<file path="src/rtl/pc_sequencer_if.sv">
// Fetch-side bundle between the PC sequencer and the decode/branch-resolution logic.
// The master drives the control inputs. The slave (the sequencer) drives the PC and status outputs.
interface pc_sequencer_if #(
    parameter int PC_WIDTH = 32
);
    logic                stall;
    logic [31:0]         instruction;
    logic [1:0]          pc_sel;
    logic                branch_taken;
    logic [PC_WIDTH-1:0] jr_target;
    logic                exception;
    logic [PC_WIDTH-1:0] pc;
    logic [PC_WIDTH-1:0] pc_inc;
    logic [PC_WIDTH-1:0] epc;
    logic                misalign_err;
    logic                slot_violation;
    logic                in_delay_slot;

    modport master (
        output stall, instruction, pc_sel, branch_taken, jr_target, exception,
        input  pc, pc_inc, epc, misalign_err, slot_violation, in_delay_slot
    );

    modport slave (
        input  stall, instruction, pc_sel, branch_taken, jr_target, exception,
        output pc, pc_inc, epc, misalign_err, slot_violation, in_delay_slot
    );
endinterface

</file>
<file path="src/rtl/pc_sequencer.sv">
// Program-counter sequencer. It handles sequential, branch, jump, register-jump and exception
// redirects, with stall, an optional delay slot and a misaligned-target trap.
module pc_sequencer #(
    parameter int                  PC_WIDTH     = 32,
    parameter int                  JUMP_FIELD   = 26,
    parameter int                  SHIFT        = 2,
    parameter int                  DELAY_SLOT   = 1,
    parameter logic [PC_WIDTH-1:0] RESET_VECTOR = PC_WIDTH'(32'h0000_0000),
    parameter logic [PC_WIDTH-1:0] EXC_VECTOR   = PC_WIDTH'(32'h8000_0180)
) (
    input logic           clk,
    input logic           rst_n,
    pc_sequencer_if.slave bus
);
    localparam logic [0:0] RUN  = 1'b0;
    localparam logic [0:0] SLOT = 1'b1;

    localparam logic [PC_WIDTH-1:0] INC = PC_WIDTH'(1) << SHIFT;

    logic [0:0]          state_reg;
    logic [PC_WIDTH-1:0] pc_reg;
    logic [PC_WIDTH-1:0] epc_reg;
    logic [PC_WIDTH-1:0] pending_reg;
    logic                misalign_reg;
    logic                violation_reg;

    logic [PC_WIDTH-1:0] pc_inc;
    logic [PC_WIDTH-1:0] branch_off;
    logic [PC_WIDTH-1:0] jump_target;
    logic [PC_WIDTH-1:0] target;
    logic                transfer;
    logic                misaligned;
    logic                unused_bits;

    assign pc_inc      = pc_reg + INC;
    assign branch_off  = {{(PC_WIDTH-16){bus.instruction[15]}}, bus.instruction[15:0]} << SHIFT;
    // The jump keeps the region bits of the next PC, not of the current one.
    assign jump_target = {pc_inc[PC_WIDTH-1:JUMP_FIELD+SHIFT],
                          bus.instruction[JUMP_FIELD-1:0], {SHIFT{1'b0}}};
    assign transfer    = (bus.pc_sel == 2'd1 && bus.branch_taken) ||
                         bus.pc_sel == 2'd2 || bus.pc_sel == 2'd3;
    assign misaligned  = (bus.pc_sel == 2'd3) && (|bus.jr_target[SHIFT-1:0]);
    assign unused_bits = &{1'b0, bus.instruction};

    always_comb begin
        target = pc_inc;
        case (bus.pc_sel)
            2'd1:    target = pc_inc + branch_off;
            2'd2:    target = jump_target;
            2'd3:    target = bus.jr_target;
            default: target = pc_inc;
        endcase
    end

    always_ff @(posedge clk or negedge rst_n) begin
        if (!rst_n) begin
            state_reg     <= RUN;
            pc_reg        <= RESET_VECTOR;
            epc_reg       <= '0;
            pending_reg   <= '0;
            misalign_reg  <= 1'b0;
            violation_reg <= 1'b0;
        end else begin
            misalign_reg  <= 1'b0;
            violation_reg <= 1'b0;
            if (bus.exception) begin
                pc_reg      <= EXC_VECTOR;
                epc_reg     <= pc_reg;
                state_reg   <= RUN;
                pending_reg <= '0;
            end else if (bus.stall) begin
                // The PC, the state and the pending target hold. Only the pulses clear.
            end else if (misaligned) begin
                pc_reg       <= EXC_VECTOR;
                epc_reg      <= pc_reg;
                misalign_reg <= 1'b1;
                state_reg    <= RUN;
            end else if (state_reg == SLOT) begin
                pc_reg        <= pending_reg;
                state_reg     <= RUN;
                violation_reg <= transfer;
            end else if (transfer && DELAY_SLOT != 0) begin
                pc_reg      <= pc_inc;
                pending_reg <= target;
                state_reg   <= SLOT;
            end else if (transfer) begin
                pc_reg <= target;
            end else begin
                pc_reg <= pc_inc;
            end
        end
    end

    assign bus.pc             = pc_reg;
    assign bus.pc_inc         = pc_inc;
    assign bus.epc            = epc_reg;
    assign bus.misalign_err   = misalign_reg;
    assign bus.slot_violation = violation_reg;
    assign bus.in_delay_slot  = (state_reg == SLOT);
endmodule

</file>
<file path="src/flat_wrapper.sv">
// flat-port wrapper written by rule: the top's interface ports become plain ports
module pc_sequencer_flat 
#(
    parameter int                  PC_WIDTH     = 32,
    parameter int                  JUMP_FIELD   = 26,
    parameter int                  SHIFT        = 2,
    parameter int                  DELAY_SLOT   = 1,
    parameter logic [PC_WIDTH-1:0] RESET_VECTOR = PC_WIDTH'(32'h0000_0000),
    parameter logic [PC_WIDTH-1:0] EXC_VECTOR   = PC_WIDTH'(32'h8000_0180)
)
  (clk, rst_n, bus_stall, bus_instruction, bus_pc_sel, bus_branch_taken, bus_jr_target, bus_exception, bus_pc, bus_pc_inc, bus_epc, bus_misalign_err, bus_slot_violation, bus_in_delay_slot);
  pc_sequencer_if #(.PC_WIDTH(PC_WIDTH)) bus_i ();
  input logic clk;
  input logic rst_n;
  input wire logic [$bits(bus_i.stall)-1:0] bus_stall;
  input wire logic [$bits(bus_i.instruction)-1:0] bus_instruction;
  input wire logic [$bits(bus_i.pc_sel)-1:0] bus_pc_sel;
  input wire logic [$bits(bus_i.branch_taken)-1:0] bus_branch_taken;
  input wire logic [$bits(bus_i.jr_target)-1:0] bus_jr_target;
  input wire logic [$bits(bus_i.exception)-1:0] bus_exception;
  output wire logic [$bits(bus_i.pc)-1:0] bus_pc;
  output wire logic [$bits(bus_i.pc_inc)-1:0] bus_pc_inc;
  output wire logic [$bits(bus_i.epc)-1:0] bus_epc;
  output wire logic [$bits(bus_i.misalign_err)-1:0] bus_misalign_err;
  output wire logic [$bits(bus_i.slot_violation)-1:0] bus_slot_violation;
  output wire logic [$bits(bus_i.in_delay_slot)-1:0] bus_in_delay_slot;
  assign bus_i.stall = bus_stall;
  assign bus_i.instruction = bus_instruction;
  assign bus_i.pc_sel = bus_pc_sel;
  assign bus_i.branch_taken = bus_branch_taken;
  assign bus_i.jr_target = bus_jr_target;
  assign bus_i.exception = bus_exception;
  assign bus_pc = bus_i.pc;
  assign bus_pc_inc = bus_i.pc_inc;
  assign bus_epc = bus_i.epc;
  assign bus_misalign_err = bus_i.misalign_err;
  assign bus_slot_violation = bus_i.slot_violation;
  assign bus_in_delay_slot = bus_i.in_delay_slot;
  pc_sequencer #(.PC_WIDTH(PC_WIDTH), .JUMP_FIELD(JUMP_FIELD), .SHIFT(SHIFT), .DELAY_SLOT(DELAY_SLOT), .RESET_VECTOR(RESET_VECTOR), .EXC_VECTOR(EXC_VECTOR)) u_core (.clk(clk), .rst_n(rst_n), .bus(bus_i));
endmodule
</file>
<file path="config.mk">
export PLATFORM = sky130hd
export DESIGN_NAME = pc_sequencer_flat
export DESIGN_NICKNAME = d
export VERILOG_FILES = /design/src/rtl/pc_sequencer_if.sv /design/src/rtl/pc_sequencer.sv /design/src/flat_wrapper.sv
export SDC_FILE = /design/constraint.sdc
export NUM_CORES = 1
export LEC_CHECK = 0
export BUFFER_PORTS_ARGS = -buffer_cell sky130_fd_sc_hd__buf_2
export CAP_MARGIN = 20
export CELL_PAD_IN_SITES_DETAIL_PLACEMENT = 1
export CELL_PAD_IN_SITES_GLOBAL_PLACEMENT = 1
export CORE_MARGIN = 10
export CORE_UTILIZATION = 44
export CTS_CLUSTER_DIAMETER = 30
export CTS_CLUSTER_SIZE = 24
export DETAILED_ROUTE_END_ITERATION = 6
export PLACE_DENSITY_LB_ADDON = 0.1
export SYNTH_ARGS = -nofsm -noshare
export SYNTH_HDL_FRONTEND = slang
export SYNTH_SLANG_ARGS = --single-unit
</file>
<file path="constraint.sdc">
create_clock -name clk -period 10.7 [get_ports clk]
set_input_delay 0.535 -clock clk [delete_from_list [all_inputs] [get_ports clk]]
set_output_delay 0.535 -clock clk [all_outputs]
set_load 0.01 [all_outputs]
</file>
==> results of run 1 <==
power by group:
group | switching [uW] | leakage, uW | internal (uW)
clock | 142 | 0.000148 | 186
sequential | 13.9 | 0.00133 | 389
combinational | 105 | 0.00253 | 65.4
total | 260 | 0.00401 | 640
per-stage QoR:
step / worst slack, ns / hold slack, ns / power, uW / cell area, sq um
final: 6.01 / 0.231 / 900 / 8200
after global routing: 5.78 / 0.290 / 941 / 8200
after CTS: 6.11 / 0.265 / 901 / 8170
after detailed placement: 6.18 / 0.468 / 576 / 7880
after global placement: 6.23 / 0.460 / 570 / 7880
after floorplan: 6.84 / 0.239 / 510 / 6940
cell usage after synthesis, types with 3 or more instances:
master    instances
and2_1            4
o211ai_1         20
nand2b_1          6
o21bai_1          3
buf_1             5
o22a_1            4
mux2_2           33
o21ai_0          57
o21ai_1           4
a21o_1           14
nand3_1          25
ha_1             36
clkbuf_1         34
nand4_1           9
nor3b_1           3
nor2_1           56
inv_1            24
a22oi_1          10
mux2i_1          26
o22ai_1           5
dfrtp_1          99
a21oi_1          63
xor2_1           21
mux4_2            3
nor2b_1          10
buf_2             7
xnor2_1          31
a211oi_1          8
a31oi_1           4
nor4_1            4
and3_1           10
nand2_1          82
a221oi_1          9
nor3_1           18
final cells by class:
class | instances | area, sq um | share of cell area [%]
sequential | 99 | 2480 | 30.2
inverter | 24 | 90.1 | 1.10
timing repair buffer | 169 | 883 | 10.8
tap | 211 | 264 | 3.22
clock buffer | 10 | 239 | 2.91
multi-input combinational | 615 | 4190 | 51.1
clock inverter | 5 | 53.8 | 0.656
worst paths after layout:
path                                        start                       end  cells after the start
min in group clk           u_core.pending_reg[27]    u_core.pending_reg[27]                      1
max                              u_core.bus.pc[2]    u_core.pending_reg[29]                     16
max reg2reg                      u_core.bus.pc[2]    u_core.pending_reg[29]                     16
min reg2reg                u_core.pending_reg[27]    u_core.pending_reg[27]                      1
max in group asynchronous                   rst_n  u_core.bus.in_delay_slot                      2
min                                         rst_n         u_core.bus.epc[5]                      1
cells in the final DEF (no fill, tap or decap), types with 21 or more instances in the layout:
cell,Yosys,routed
buf_2,7,162
dfrtp_1,99,98
nand2_1,82,82
a21oi_1,63,63
o21ai_0,57,57
nor2_1,56,56
ha_1,36,36
mux2_2,33,33
xnor2_1,31,31
mux2i_1,26,26
nand3_1,25,25
inv_1,24,24
xor2_1,21,21
routing by layer:
metal	vias to the layer above	share of wire, %
met4	0	1.3
met1	3323	49
met3	21	5.1
met2	193	44
met5	-	0
li1	3108	-
cells by family after synthesis:
group                    Yosys count
XOR/XNOR                          52
flip-flops                        99
adder cells (fa/ha/maj)           37
multiplexers                      62
buffers and inverters             72
AND/OR/NAND/NOR                  242
AO/OA/AOI/OAI                    222
worst max-delay path, stage by stage (launching register included):
cell,delay [ns]
dfrtp_1,0.47
ha_1,0.28
and3_1,0.22
and4_1,0.33
nand4_1,0.29
nor2_1,0.26
nand3_1,0.14
xnor2_1,0.44
ha_1,0.42
a21oi_1,0.21
o21ai_0,0.11
a31oi_1,0.29
o211ai_1,0.24
a211oi_1,0.36
or3_1,0.16
nand3_1,0.08
a22o_1,0.24
==> results.cfg, run 1 <==
[flow_run]
cap_violations = 0

[grt]
antenna_found_initial = 0
use_met2_pct = 34.1
grt_pass1_wl_um = 38800
grt-ovfl-total = 0
busiest_layer = met2
grt_usage_pct = 22.3
met1_usage_pct = 32.3
use_met3_pct = 3.23
grt_pass1_vias = 6889
grt_max_degree = 57

[cells_and_area]
layoutNonFillerInstCount = 1133
fin_util_pct = 53.5
final_nets = 1026
nFillCells = 1881
diodes = 0
drive_gt1_share_pct = 25.3
syn_to_final_growth_pct = 18.1

[yosys]
synthSimpleGateAreaFrac_pct = 16.8
seq_area_frac_synth_pct = 35.7
yosys-mux-area-fraction_pct = 10.1
avgSynthCellArea_sq_um = 8.83
synth_top_area_share_pct = 35.7
synth_warnings = 0
synth_edf_count = 0
synth_area_sq_mm = 0.00694
synth_top_cell_by_area = dfrtp_1
synthCells = 786
synthAdderAreaFrac_pct = 6.78
synth_ff_type = dfrtp_1
synth_compound_area_share_pct = 20.0
synth_area_leaders = dfrtp_1, ha_1, mux2_2
ys_ff_latch = 99
synth-async-reset-ratio_pct = 100
synth_top_family_by_area = compound AO/OA/AOI/OAI gates
synth_cell_types = 61
syn_nets = 894
synthXorXnorAreaFrac_pct = 6.56

[route]
drtAntennaViolNets = 0
vias = 6645
via_per_inst = 5.86
drc = 0
routed_wl_um = 24800
drt_first_pass_iters = 5
routedWlPerCell_um = 21.8
drt-initial-drc-count = 439

[pwr]
power_density_mw_per_mm2 = 110
ir_drop_uv = 82.4
power_leakage_uw = 0.00401

[sta]
fin_skew_ns = 0.00678
drv_slew = 0
fin_crit_ns = 4.69
max_freq_mhz = 213
worstMarginPinSlew_ns = 0.971
hold_viol = 0
maxSlewHeadroom_pct = 35.1
period_share_pct = 43.8
setup_tns_ns = 0
finalSetupViolations = 0
grt_setup_unrepaired = no

[critical_path]
worst-path-max-fanout = 8
critPathArrivalTime_ns = 4.93
path_class = flop to flop
start_kind = flop
end_kind = flop
r2r_slack_ns = 6.01
critPathRequiredTime_ns = 10.94

[floorplanning]
die_y_um = 146
die_area_sq_mm = 0.0212
core_sq_mm = 0.0153
die_w_um = 146
ios = 170
start_util_pct = 45.3
rows = 45

[clock_network]
cts_sinks = 99
cts_buffers = 9
cts.clk_slew.worst_paths_ns = 0.07
post_cts_buffers = 0
cts_hold_buf = 0
cts_tree = built
htree_levels = 3
cts-resized-gates = 0
cts_root_buffer = clkbuf_16
clk_path_buf_depth = 2
worst_skew_pair.late_latency_ns = 0.35

[run_status]
status = finished, final reports clean

[place]
hpwl_um = 18900
gp_congestion = 0.861
placed_cells = 1117
portBuffers = 163

[min_path]
hp-class = input port to asynchronous set/reset pin
(Power assumes the default switching activity.)
==> run 2: changes to the inputs <==
Settings changed: ABC_AREA from default to 1, CORE_UTILIZATION 44 to 35.
Clock period 10.7 ns to 3.9 ns, I/O delays scaled along.
==> results.cfg, run 2 <==
[yosys]
synth_area_sq_mm = 0.00760
ys_ff_latch = 99
synth_top_area_share_pct = 32.6
synth.top_cells.by_count = nand2_1, inv_1, dfrtp_1
synth_top_cell_by_area = dfrtp_1
synth-async-reset-ratio_pct = 100
syn_nets = 1245
avgSynthCellArea_sq_um = 6.68
synth.most_common_cell = nand2_1
synthCells = 1137
synth_area_leaders = dfrtp_1, nand2_1, inv_1
synth_cell_types = 45
synth_ff_type = dfrtp_1
synth_edf_count = 0
seq_area_frac_synth_pct = 32.6
synth_warnings = 0

[sta]
fin_crit_ns = 3.45
setup_tns_ns = 0
hold_viol = 0
finalSetupViolations = 0
fin_skew_ns = 0.00973
max_freq_mhz = 290
period_share_pct = 88.5
grt_setup_unrepaired = no
maxSlewHeadroom_pct = 41.5
postLayoutSetupSlackWorst_ns = 0.450
drv_slew = 0
worstMarginPinSlew_ns = 0.876

[cells_and_area]
syn_to_final_growth_pct = 18.1
layout_common_cells = nand2_1, inv_1, buf_2
drive_gt1_share_pct = 18.5
nFillCells = 2864
diodes = 0
final_common_cell = nand2_1
final_nets = 1397

[critical_path]
critPathRequiredTime_ns = 4.14
path_cells = ha_1 > nand2_1 > inv_2 > nand2_4 > nor2_4 > nand2_2 > nor3_4 > nand3_1 > xor2_1 > clkinv_1 > ha_1 > nand2_1 > inv_1 > nand2_1 > nor3_1 > nand3_1 > nand2_1 > nand2_1 > nand3_1 > nand2_1 > nand2_1 > nand2_1
critPathArrivalTime_ns = 3.69
worst-path-max-fanout = 6
cp_num_buf_inv = 3
crit_path_max_incr_delay_ns = 0.44
cpMostUsedCell = nand2_1
critPathTopFamily = simple AND/OR/NAND/NOR gates
cp_slowest_cell = dfrtp_1
start_kind = flop
end_kind = flop
path_class = flop to flop

[clock_network]
clk_path_buf_depth = 2
cts_hold_buf = 1
cts.clk_slew.worst_paths_ns = 0.07
cts_sinks = 99
cts_buffers = 9
cts-resized-gates = 0
post_cts_buffers = 0
worst_skew_pair.late_latency_ns = 0.35
cts_root_buffer = clkbuf_16
htree_levels = 3
cts_tree = built

[route]
via_per_inst = 5.04
routed_wl_um = 29600
vias = 7899
drtAntennaViolNets = 0
drc = 0
drt-initial-drc-count = 571
drt_first_pass_iters = 5
routedWlPerCell_um = 18.9

[floorplanning]
rows = 53
die_area_sq_mm = 0.0280
ios = 170
core_sq_mm = 0.0212
start_util_pct = 35.8
die_w_um = 167
die_y_um = 167

[flow_run]
cap_violations = 0

[place]
portBuffers = 163
gp_congestion = 0.888
place_ws_ns = 0.430
hpwl_um = 24600

[grt]
grt_pass1_wl_um = 46700
grt-ovfl-total = 0
grt_usage_pct = 20.7
grt_max_degree = 68
grt_pass1_vias = 8282
antenna_found_initial = 0

[pwr]
ir_drop_uv = 183
power_density_mw_per_mm2 = 277
power_leakage_uw = 0.00504

[min_path]
hp-class = input port to flop

[run_status]
status = finished, final reports clean
-- run 2: stage by stage --
stage	total power, uW	area, sq um	hold slack (ns)	util, %	instances
global route	2610	8970	0.0408	42.3	1568
CTS	2520	8970	0.0179	42.3	1568
detailed placement	1590	8660	0.362	40.8	1552
finish	2490	8970	0.0281	42.3	1568
global placement	1580	8660	0.367	40.8	1552
floorplan	1390	7600	-0.101	-	1137
-- run 2: cells by family (layout without fill, tap and decap cells) --
kind of cell / after synthesis / count (layout) / synth area share [%]
fa+ha+maj: 37 / 37 / 6.19
simple gates: 580 / 580 / 33.2
xor+xnor: 20 / 20 / 2.31
compound gates: 197 / 197 / 15.1
flops: 99 / 99 / 32.6
buf+inv: 204 / 360 / 10.7
-- run 2: worst paths after layout --
check / from / endpoint / slack (ns) / cells past startpoint
worst min register to register: u_core.bus.epc[20] / u_core.bus.epc[20] / 0.48 / 2
min in group asynchronous: rst_n / u_core.bus.epc[1] / 0.50 / 2
worst max register to register: u_core.bus.pc[3] / u_core.pending_reg[28] / 0.45 / 22
worst max-delay path: u_core.bus.pc[3] / u_core.pending_reg[28] / 0.45 / 22
worst min-delay path: bus_stall / u_core.bus.misalign_err / 0.03 / 2
max in group asynchronous: rst_n / u_core.bus.epc[19] / 2.46 / 3
-- run 2: report_power, final --
part	total (uW)	switching (uW)	internal, uW
registers	1090	28.1	1070
clock network	918	389	529
logic	475	328	146
total	2490	745	1740
-- run 2: routing by layer --
| layer | up-vias | GRT usage (%) | wire (um) |
|---|---|---|---|
| met5 | - | 0 | 0 |
| met4 | 0 | 4.77 | 538 |
| met3 | 25 | 2.32 | 1300 |
| met2 | 155 | 35.0 | 14000 |
| met1 | 3775 | 27.6 | 13800 |
| li1 | 3944 | - | - |
-- run 2: area by class of cell --
cell class	count	area, sq um	share of cell area, %
sequential	99	2480	27.6
inverter	174	653	7.28
multi-input combinational	834	4310	48.1
timing repair buffer	171	881	9.82
clock buffer	11	253	2.82
clock inverter	4	48.8	0.544
tap	275	344	3.84
